[config.mk]
export PLATFORM = sky130hd
export DESIGN_NAME = color_frame_voter
export DESIGN_NICKNAME = d
export VERILOG_FILES = /design/src/rtl/color_pkg.sv /design/src/rtl/rgb332_pixel_class.sv /design/src/rtl/color_frame_voter.sv
export SDC_FILE = /design/constraint.sdc
export NUM_CORES = 1
export LEC_CHECK = 0
export CAP_MARGIN = 5
export CORE_MARGIN = 2
export CORE_UTILIZATION = 61
export CTS_CLUSTER_SIZE = 25
export DETAILED_ROUTE_END_ITERATION = 10
export GPL_ROUTABILITY_DRIVEN = 0
export PLACE_DENSITY = 0.86
export SLEW_MARGIN = 15
export SYNTH_ARGS = -nofsm -noshare
export SYNTH_HDL_FRONTEND = slang
export SYNTH_SLANG_ARGS = --single-unit
[constraint.sdc]
create_clock -name CLK -period 5 [get_ports CLK]
set_clock_uncertainty 0.15 [all_clocks]
set_input_delay 1 -clock CLK [delete_from_list [all_inputs] [get_ports CLK]]
set_output_delay 1 -clock CLK [all_outputs]
set_load 0.05 [all_outputs]
[src/rtl/color_pkg.sv]
// Shared definitions for the colour-detection path: pixel/frame classes,
// RESULT bit positions and RGB332 field positions.
package color_pkg;

   typedef enum logic [1:0] {
      CLS_NONE  = 2'd0,
      CLS_RED   = 2'd1,
      CLS_BLUE  = 2'd2,
      CLS_WHITE = 2'd3
   } cls_e;

   // RESULT bit indices; [2:0] are always zero
   localparam int RES_NONE = 5;
   localparam int RES_BLUE = 4;
   localparam int RES_RED  = 3;

   // RGB332 field positions
   localparam int PIX_R_HI = 7;
   localparam int PIX_R_LO = 5;
   localparam int PIX_G_HI = 4;
   localparam int PIX_G_LO = 2;
   localparam int PIX_B_HI = 1;
   localparam int PIX_B_LO = 0;

endpackage

[src/rtl/rgb332_pixel_class.sv]
// Combinational RGB332 pixel classifier: red, blue, white (8'hFF) or none.
module rgb332_pixel_class
   import color_pkg::*;
#(
   parameter int RED_MIN   = 6,
   parameter int BLUE_MIN  = 2,
   parameter int CROSS_MAX = 2
) (
   input  logic [7:0] i_pixel,
   output cls_e       o_cls
);

   localparam logic [2:0] LP_RED_MIN  = 3'(RED_MIN);
   localparam logic [2:0] LP_CROSS    = 3'(CROSS_MAX);
   localparam logic [1:0] LP_BLUE_MIN = 2'(BLUE_MIN);
   // B is only two bits wide, so the red test uses the halved cross limit
   localparam logic [1:0] LP_B_CROSS  = 2'(CROSS_MAX >> 1);

   logic [2:0] w_r;
   logic [2:0] w_g;
   logic [1:0] w_b;

   assign w_r = i_pixel[PIX_R_HI:PIX_R_LO];
   assign w_g = i_pixel[PIX_G_HI:PIX_G_LO];
   assign w_b = i_pixel[PIX_B_HI:PIX_B_LO];

   // Map the pixel to a class; red and blue are mutually exclusive by threshold
   always_comb begin
      o_cls = CLS_NONE;
      if (i_pixel == 8'hFF)
         o_cls = CLS_WHITE;
      else if (w_r >= LP_RED_MIN && w_g <= LP_CROSS && w_b <= LP_B_CROSS)
         o_cls = CLS_RED;
      else if (w_b >= LP_BLUE_MIN && w_r <= LP_CROSS && w_g <= LP_CROSS)
         o_cls = CLS_BLUE;
   end

endmodule

[src/rtl/color_frame_voter.sv]
// Per-frame colour voter: counts classified ROI pixels, decides a frame class
// at each VSYNC falling edge and majority-votes over VOTE_FRAMES frames.
module color_frame_voter
   import color_pkg::*;
#(
   parameter int CNT_W       = 16,
   parameter int RED_MIN     = 6,
   parameter int BLUE_MIN    = 2,
   parameter int CROSS_MAX   = 2,
   parameter int MARGIN_BLUE = 2000,
   parameter int MARGIN_RED  = 3000,
   parameter int MIN_PIX     = 500,
   parameter int ROI_X0      = 0,
   parameter int ROI_X1      = 176,
   parameter int ROI_Y0      = 0,
   parameter int ROI_Y1      = 144,
   parameter int VOTE_FRAMES = 5,
   parameter int VOTE_MIN    = 3
) (
   input  logic             CLK,
   input  logic             RESET,
   input  logic [7:0]       PIXEL_IN,
   input  logic             PIXEL_VALID,
   input  logic [9:0]       VGA_PIXEL_X,
   input  logic [9:0]       VGA_PIXEL_Y,
   input  logic             VGA_VSYNC_NEG,
   output logic [5:0]       RESULT,
   output logic             RESULT_VALID,
   output logic [CNT_W-1:0] LAST_RED_CNT,
   output logic [CNT_W-1:0] LAST_BLUE_CNT
);

   localparam int VW  = $clog2(VOTE_FRAMES + 1);
   localparam int CW1 = CNT_W + 1;

   localparam logic [CNT_W-1:0] LP_CMAX = '1;
   localparam logic [CW1-1:0]   LP_MB   = CW1'(MARGIN_BLUE);
   localparam logic [CW1-1:0]   LP_MR   = CW1'(MARGIN_RED);
   localparam logic [CW1-1:0]   LP_MIN  = CW1'(MIN_PIX);
   localparam logic [10:0]      LP_X0   = 11'(ROI_X0);
   localparam logic [10:0]      LP_X1   = 11'(ROI_X1);
   localparam logic [10:0]      LP_Y0   = 11'(ROI_Y0);
   localparam logic [10:0]      LP_Y1   = 11'(ROI_Y1);
   localparam logic [VW-1:0]    LP_VF   = VW'(VOTE_FRAMES);
   localparam logic [VW-1:0]    LP_VMIN = VW'(VOTE_MIN);
   localparam logic [5:0]       LP_RES0 = 6'(1 << RES_NONE);

   cls_e             w_pix_cls;
   logic             w_count;
   logic             w_edge;
   logic             w_hit_red;
   logic             w_hit_blue;
   logic             w_hit_white;
   logic             w_close;
   cls_e             w_dec;
   logic [5:0]       w_result;
   logic [CW1-1:0]   w_red_x;
   logic [CW1-1:0]   w_blue_x;
   logic [CW1-1:0]   w_white_x;

   logic             r_vsync_prev;
   logic [CNT_W-1:0] r_red_cnt;
   logic [CNT_W-1:0] r_blue_cnt;
   logic [CNT_W-1:0] r_white_cnt;
   logic             r_s1_valid;
   logic [CNT_W-1:0] r_s1_red;
   logic [CNT_W-1:0] r_s1_blue;
   logic [CNT_W-1:0] r_s1_white;
   logic [VW-1:0]    r_vote_red;
   logic [VW-1:0]    r_vote_blue;
   logic [VW-1:0]    r_idx;

   rgb332_pixel_class #(
      .RED_MIN   (RED_MIN),
      .BLUE_MIN  (BLUE_MIN),
      .CROSS_MAX (CROSS_MAX)
   ) u_class (
      .i_pixel (PIXEL_IN),
      .o_cls   (w_pix_cls)
   );

   assign w_count = PIXEL_VALID &&
                    ({1'b0, VGA_PIXEL_X} >= LP_X0) && ({1'b0, VGA_PIXEL_X} < LP_X1) &&
                    ({1'b0, VGA_PIXEL_Y} >= LP_Y0) && ({1'b0, VGA_PIXEL_Y} < LP_Y1);
   assign w_edge      = r_vsync_prev && !VGA_VSYNC_NEG;
   assign w_hit_red   = w_count && (w_pix_cls == CLS_RED);
   assign w_hit_blue  = w_count && (w_pix_cls == CLS_BLUE);
   assign w_hit_white = w_count && (w_pix_cls == CLS_WHITE);

   // Saturating pixel counters; on the edge, snapshot and reload with the edge pixel
   always_ff @(posedge CLK) begin
      if (RESET) begin
         r_vsync_prev  <= 1'b0;
         r_red_cnt     <= '0;
         r_blue_cnt    <= '0;
         r_white_cnt   <= '0;
         r_s1_valid    <= 1'b0;
         r_s1_red      <= '0;
         r_s1_blue     <= '0;
         r_s1_white    <= '0;
         LAST_RED_CNT  <= '0;
         LAST_BLUE_CNT <= '0;
      end else begin
         r_vsync_prev <= VGA_VSYNC_NEG;
         r_s1_valid   <= w_edge;
         if (w_edge) begin
            r_s1_red      <= r_red_cnt;
            r_s1_blue     <= r_blue_cnt;
            r_s1_white    <= r_white_cnt;
            LAST_RED_CNT  <= r_red_cnt;
            LAST_BLUE_CNT <= r_blue_cnt;
            r_red_cnt     <= CNT_W'(w_hit_red);
            r_blue_cnt    <= CNT_W'(w_hit_blue);
            r_white_cnt   <= CNT_W'(w_hit_white);
         end else begin
            if (w_hit_red && r_red_cnt != LP_CMAX)
               r_red_cnt <= r_red_cnt + 1'b1;
            if (w_hit_blue && r_blue_cnt != LP_CMAX)
               r_blue_cnt <= r_blue_cnt + 1'b1;
            if (w_hit_white && r_white_cnt != LP_CMAX)
               r_white_cnt <= r_white_cnt + 1'b1;
         end
      end
   end

   assign w_red_x   = {1'b0, r_s1_red};
   assign w_blue_x  = {1'b0, r_s1_blue};
   assign w_white_x = {1'b0, r_s1_white};

   // Frame decision from the snapshot; margins are added, never subtracted
   always_comb begin
      w_dec = CLS_NONE;
      if (w_blue_x >= w_red_x + LP_MB && w_blue_x >= LP_MIN)
         w_dec = CLS_BLUE;
      else if (w_red_x >= w_blue_x + LP_MR && w_red_x >= w_white_x + LP_MR &&
               w_red_x >= LP_MIN)
         w_dec = CLS_RED;
   end

   assign w_close = (r_idx == LP_VF);

   // Vote accumulation per decided frame; cleared when the window closes
   always_ff @(posedge CLK) begin
      if (RESET) begin
         r_vote_red  <= '0;
         r_vote_blue <= '0;
         r_idx       <= '0;
      end else if (r_s1_valid) begin
         if (w_dec == CLS_RED)
            r_vote_red <= r_vote_red + 1'b1;
         if (w_dec == CLS_BLUE)
            r_vote_blue <= r_vote_blue + 1'b1;
         r_idx <= r_idx + 1'b1;
      end else if (w_close) begin
         r_vote_red  <= '0;
         r_vote_blue <= '0;
         r_idx       <= '0;
      end
   end

   // Window verdict; blue wins a tie
   always_comb begin
      w_result = '0;
      if (r_vote_blue >= LP_VMIN)
         w_result[RES_BLUE] = 1'b1;
      else if (r_vote_red >= LP_VMIN)
         w_result[RES_RED] = 1'b1;
      else
         w_result[RES_NONE] = 1'b1;
   end

   // Result register and one-cycle valid pulse
   always_ff @(posedge CLK) begin
      if (RESET) begin
         RESULT       <= LP_RES0;
         RESULT_VALID <= 1'b0;
      end else begin
         RESULT_VALID <= w_close;
         if (w_close)
            RESULT <= w_result;
      end
   end

endmodule

==> results_dict.tcl, run 1 <==
set metrics [dict create \
    layout-drive-gt1-share_pct 4.07 \
    layout-area-overhead-vs-synth_pct 14.2 \
    floorplan.die_area_um2 11200 \
    detailedRoute.firstPassIterationCount 5 \
    critPathLaunchType "register" \
    core-area_um2 10200 \
    arrival_ns 4.47 \
    synth-edff-count 0 \
    post_synth.cell_area_avg_um2 7.99 \
    number_of_slew_limit_violations_in_the_final_report 0 \
    cts.repair.resized 0 \
    cts_root_buffer "sky130_fd_sc_hd__clkbuf_8" \
    cts-root-to-sink-buffers 2 \
    cts.sink_count 111 \
    timing.slew.headroom_pct 26.1 \
    hpwlAfterDp_um 11400 \
    worst-path-max-fanout 6 \
    number_of_drc_violations_after_detailed_routing 0 \
    synth-compound-area-share_pct 11.4 \
    initial_antenna_violation_count 0 \
    antenna-diode-count 0 \
    filler_cell_count 807 \
    cts_setup_buffers 0 \
    pwr_density_cell_nw_per_um2 217 \
    die_height_um 106 \
    netlist-cell-type-count 52 \
    synth.area.top_cells "sky130_fd_sc_hd__dfxtp_1, sky130_fd_sc_hd__ha_1, sky130_fd_sc_hd__nand2_1" \
    syn-instance-count 789 \
    synth-seq-area-share_pct 35.2 \
    layout_commonest_cell "sky130_fd_sc_hd__nand2_1" \
    cp.required_ns 5.17 \
    asyncSetResetFlopFracSynth_pct 0 \
    nNetsFinal 923 \
    post_synth_adder_cell_area_pct 11.9 \
    cts_inserted_buffers 9 \
    synth_simple_gate_area_share_pct 26.2 \
    routed_wire_length_per_instance_um 16.3 \
    outcome "complete, no violations" \
    drv_cap 0 \
    yosys_warnings 0 \
    io_pins 71 \
    cts_hold_repair.buffers 0 \
    fin_total_pwr_w 0.00156 \
    setup.worst_path.class "register to register" \
    grt_pass1_wl_um 26100 \
    pin_count_of_the_biggest_net_entering_global_routing 51 \
    synth_top_family_by_area "simple AND/OR/NAND/NOR gates" \
    synth-seq-cells 111 \
    clock_latency_ns 0.39 \
    synth.cell_area_um2 6310 \
    muxShareOfSynthArea_pct 1.61 \
    via_count 5811 \
    worst-slew-pin-transition_ns 1.11 \
    clkTransAtPathRegs_ns 0.10 \
    portbufs 59 \
    vias_per_cell 5.98 \
    groute.usage.overall_pct 28.9 \
    timing_limited_maximum_frequency_ghz 0.232 \
    mostFrequentLayoutCells "sky130_fd_sc_hd__nand2_1, sky130_fd_sc_hd__dfxtp_1, sky130_fd_sc_hd__nor2_1, sky130_fd_sc_hd__a21oi_1, sky130_fd_sc_hd__ha_1" \
    detail_route.wirelength_um 15800 \
    post-route-period-util_pct 86.1 \
    kind_of_end_point_of_the_critical_path "register" \
    grt_pass1_vias 5518 \
    final_area_um2 7200 \
    period_needed_ns 4.31 \
    synth_top_area_cell "sky130_fd_sc_hd__dfxtp_1" \
    fin_setup_tns_ns 0 \
    num_rows 37 \
    setup_viol_count_final 0 \
    synth_top_cell_area_share_pct 35.2 \
    p_leak_nw 2.58 \
    drtAntennaViolNets 0 \
    grt_remaining_overflow 0 \
    effective_utilization_at_floorplan_pct 61.9 \
    ir_drop_mv 0.137 \
    synthFlopType "sky130_fd_sc_hd__dfxtp_1" \
    drt_first_iter_violations 376 \
    rsz_0062_raised_after_global_routing "no" \
    hold_violations 0 \
    timing.hold.worst.class "register to register" \
    post_dp_cell_area_um2 6970 \
    clock_tree.htree_level_count 3 \
    dieWidth_um 106 \
    synth_xor_xnor_area_share_pct 9.58 \
    cts_tree "yes" \
]
cells in the mapped netlist, types with 7 or more instances:
cell and count:
sky130_fd_sc_hd__clkbuf_1 28, sky130_fd_sc_hd__nand3_1 27, sky130_fd_sc_hd__nor3_1 22, sky130_fd_sc_hd__inv_1 29, sky130_fd_sc_hd__xor2_1 26, sky130_fd_sc_hd__nand2b_1 9
sky130_fd_sc_hd__ha_1 60, sky130_fd_sc_hd__nor2_1 74, sky130_fd_sc_hd__mux2i_1 9, sky130_fd_sc_hd__or3_1 7, sky130_fd_sc_hd__nand2_1 142, sky130_fd_sc_hd__a21oi_1 71
sky130_fd_sc_hd__dfxtp_1 111, sky130_fd_sc_hd__nor4_1 12, sky130_fd_sc_hd__nand4_1 23, sky130_fd_sc_hd__o21ai_0 15, sky130_fd_sc_hd__xnor2_1 43
sequential cells by signal (all words and copies together), names as in the netlist:
register	flops
r_blue_cnt	16
r_vsync_prev	1
r_s1_blue	16
RESULT_VALID	1
r_vote_red	3
r_vote_blue	3
r_red_cnt	16
r_white_cnt	16
r_s1_valid	1
r_s1_white	16
RESULT	3
r_idx	3
r_s1_red	16
layer usage:
layer | global-route usage (%) | routed length [µm] | part of all wire, %
met4 | 12.9 | 408 | 2.6
met2 | 48.6 | 7660 | 48
met1 | 36.8 | 6790 | 43
met3 | 4.08 | 965 | 6.1
met5 | 0 | 0 | 0
final timing paths:
path                               startpoint             to  slack [ns]  cells after the start
worst max-delay path              r_s1_red[5]  r_vote_red[0]        0.69                     12
worst min-delay path            r_s1_white[2]  r_s1_white[2]        0.31                      2
worst min register to register  r_s1_white[2]  r_s1_white[2]        0.31                      2
worst max register to register    r_s1_red[5]  r_vote_red[0]        0.69                     12
where the power goes:
part / switching (W) / internal [W]
Clock: 0.000314 / 0.000299
Combinational: 0.0000385 / 0.0000226
Sequential: 0.00000179 / 0.000885
Total: 0.000354 / 0.00121
final cells by class:
| type | count | area, µm² | area share [%] |
|---|---|---|---|
| Clock buffer | 10 | 138 | 1.91 |
| Clock inverter | 6 | 90.1 | 1.25 |
| Inverter | 29 | 109 | 1.51 |
| Multi-Input combinational cell | 616 | 3850 | 53.5 |
| Sequential cell | 111 | 2220 | 30.9 |
| Tap cell | 136 | 170 | 2.36 |
| Timing Repair Buffer | 64 | 623 | 8.65 |
metrics by stage:
step	setup WS [ns]	util, %	std cells	hold WS [ns]
detailed placement	0.812	68.5	956	0.298
global route	0.432	70.7	972	0.347
global placement	1.12	68.5	956	0.297
finish	0.693	70.7	972	0.311
CTS	0.760	70.7	972	0.312
floorplan	1.14	-	791	0.286
cells by family after synthesis:
kind of cell / Yosys count
adders and majority gates: 60
muxes: 10
DFF: 111
buffers and inverters: 64
xor gates and xnor gates: 69
and+or+nand+nor: 353
AOI/OAI and AO/OA: 121
other: 1
critical path: stages (launching register included):
cell                       delay (ns)
sky130_fd_sc_hd__dfxtp_1         0.43
sky130_fd_sc_hd__a21oi_1         0.31
sky130_fd_sc_hd__nor3b_1         0.37
sky130_fd_sc_hd__nor3b_1         0.50
sky130_fd_sc_hd__xor2_1          0.23
sky130_fd_sc_hd__ha_1            0.29
sky130_fd_sc_hd__a21oi_1         0.15
sky130_fd_sc_hd__nand2_1         0.07
sky130_fd_sc_hd__a21o_1          0.19
sky130_fd_sc_hd__o311ai_0        0.35
sky130_fd_sc_hd__a21oi_1         0.15
sky130_fd_sc_hd__nor4_1          0.78
sky130_fd_sc_hd__mux2i_1         0.28
(Power assumes the default switching activity.)
==> run 2, diff against run 1 <==
SKIP_LAST_GASP = 1   (was default)
==> results of run 2 <==
The final DEF is identical to that of run 1; final timing and power are the same.
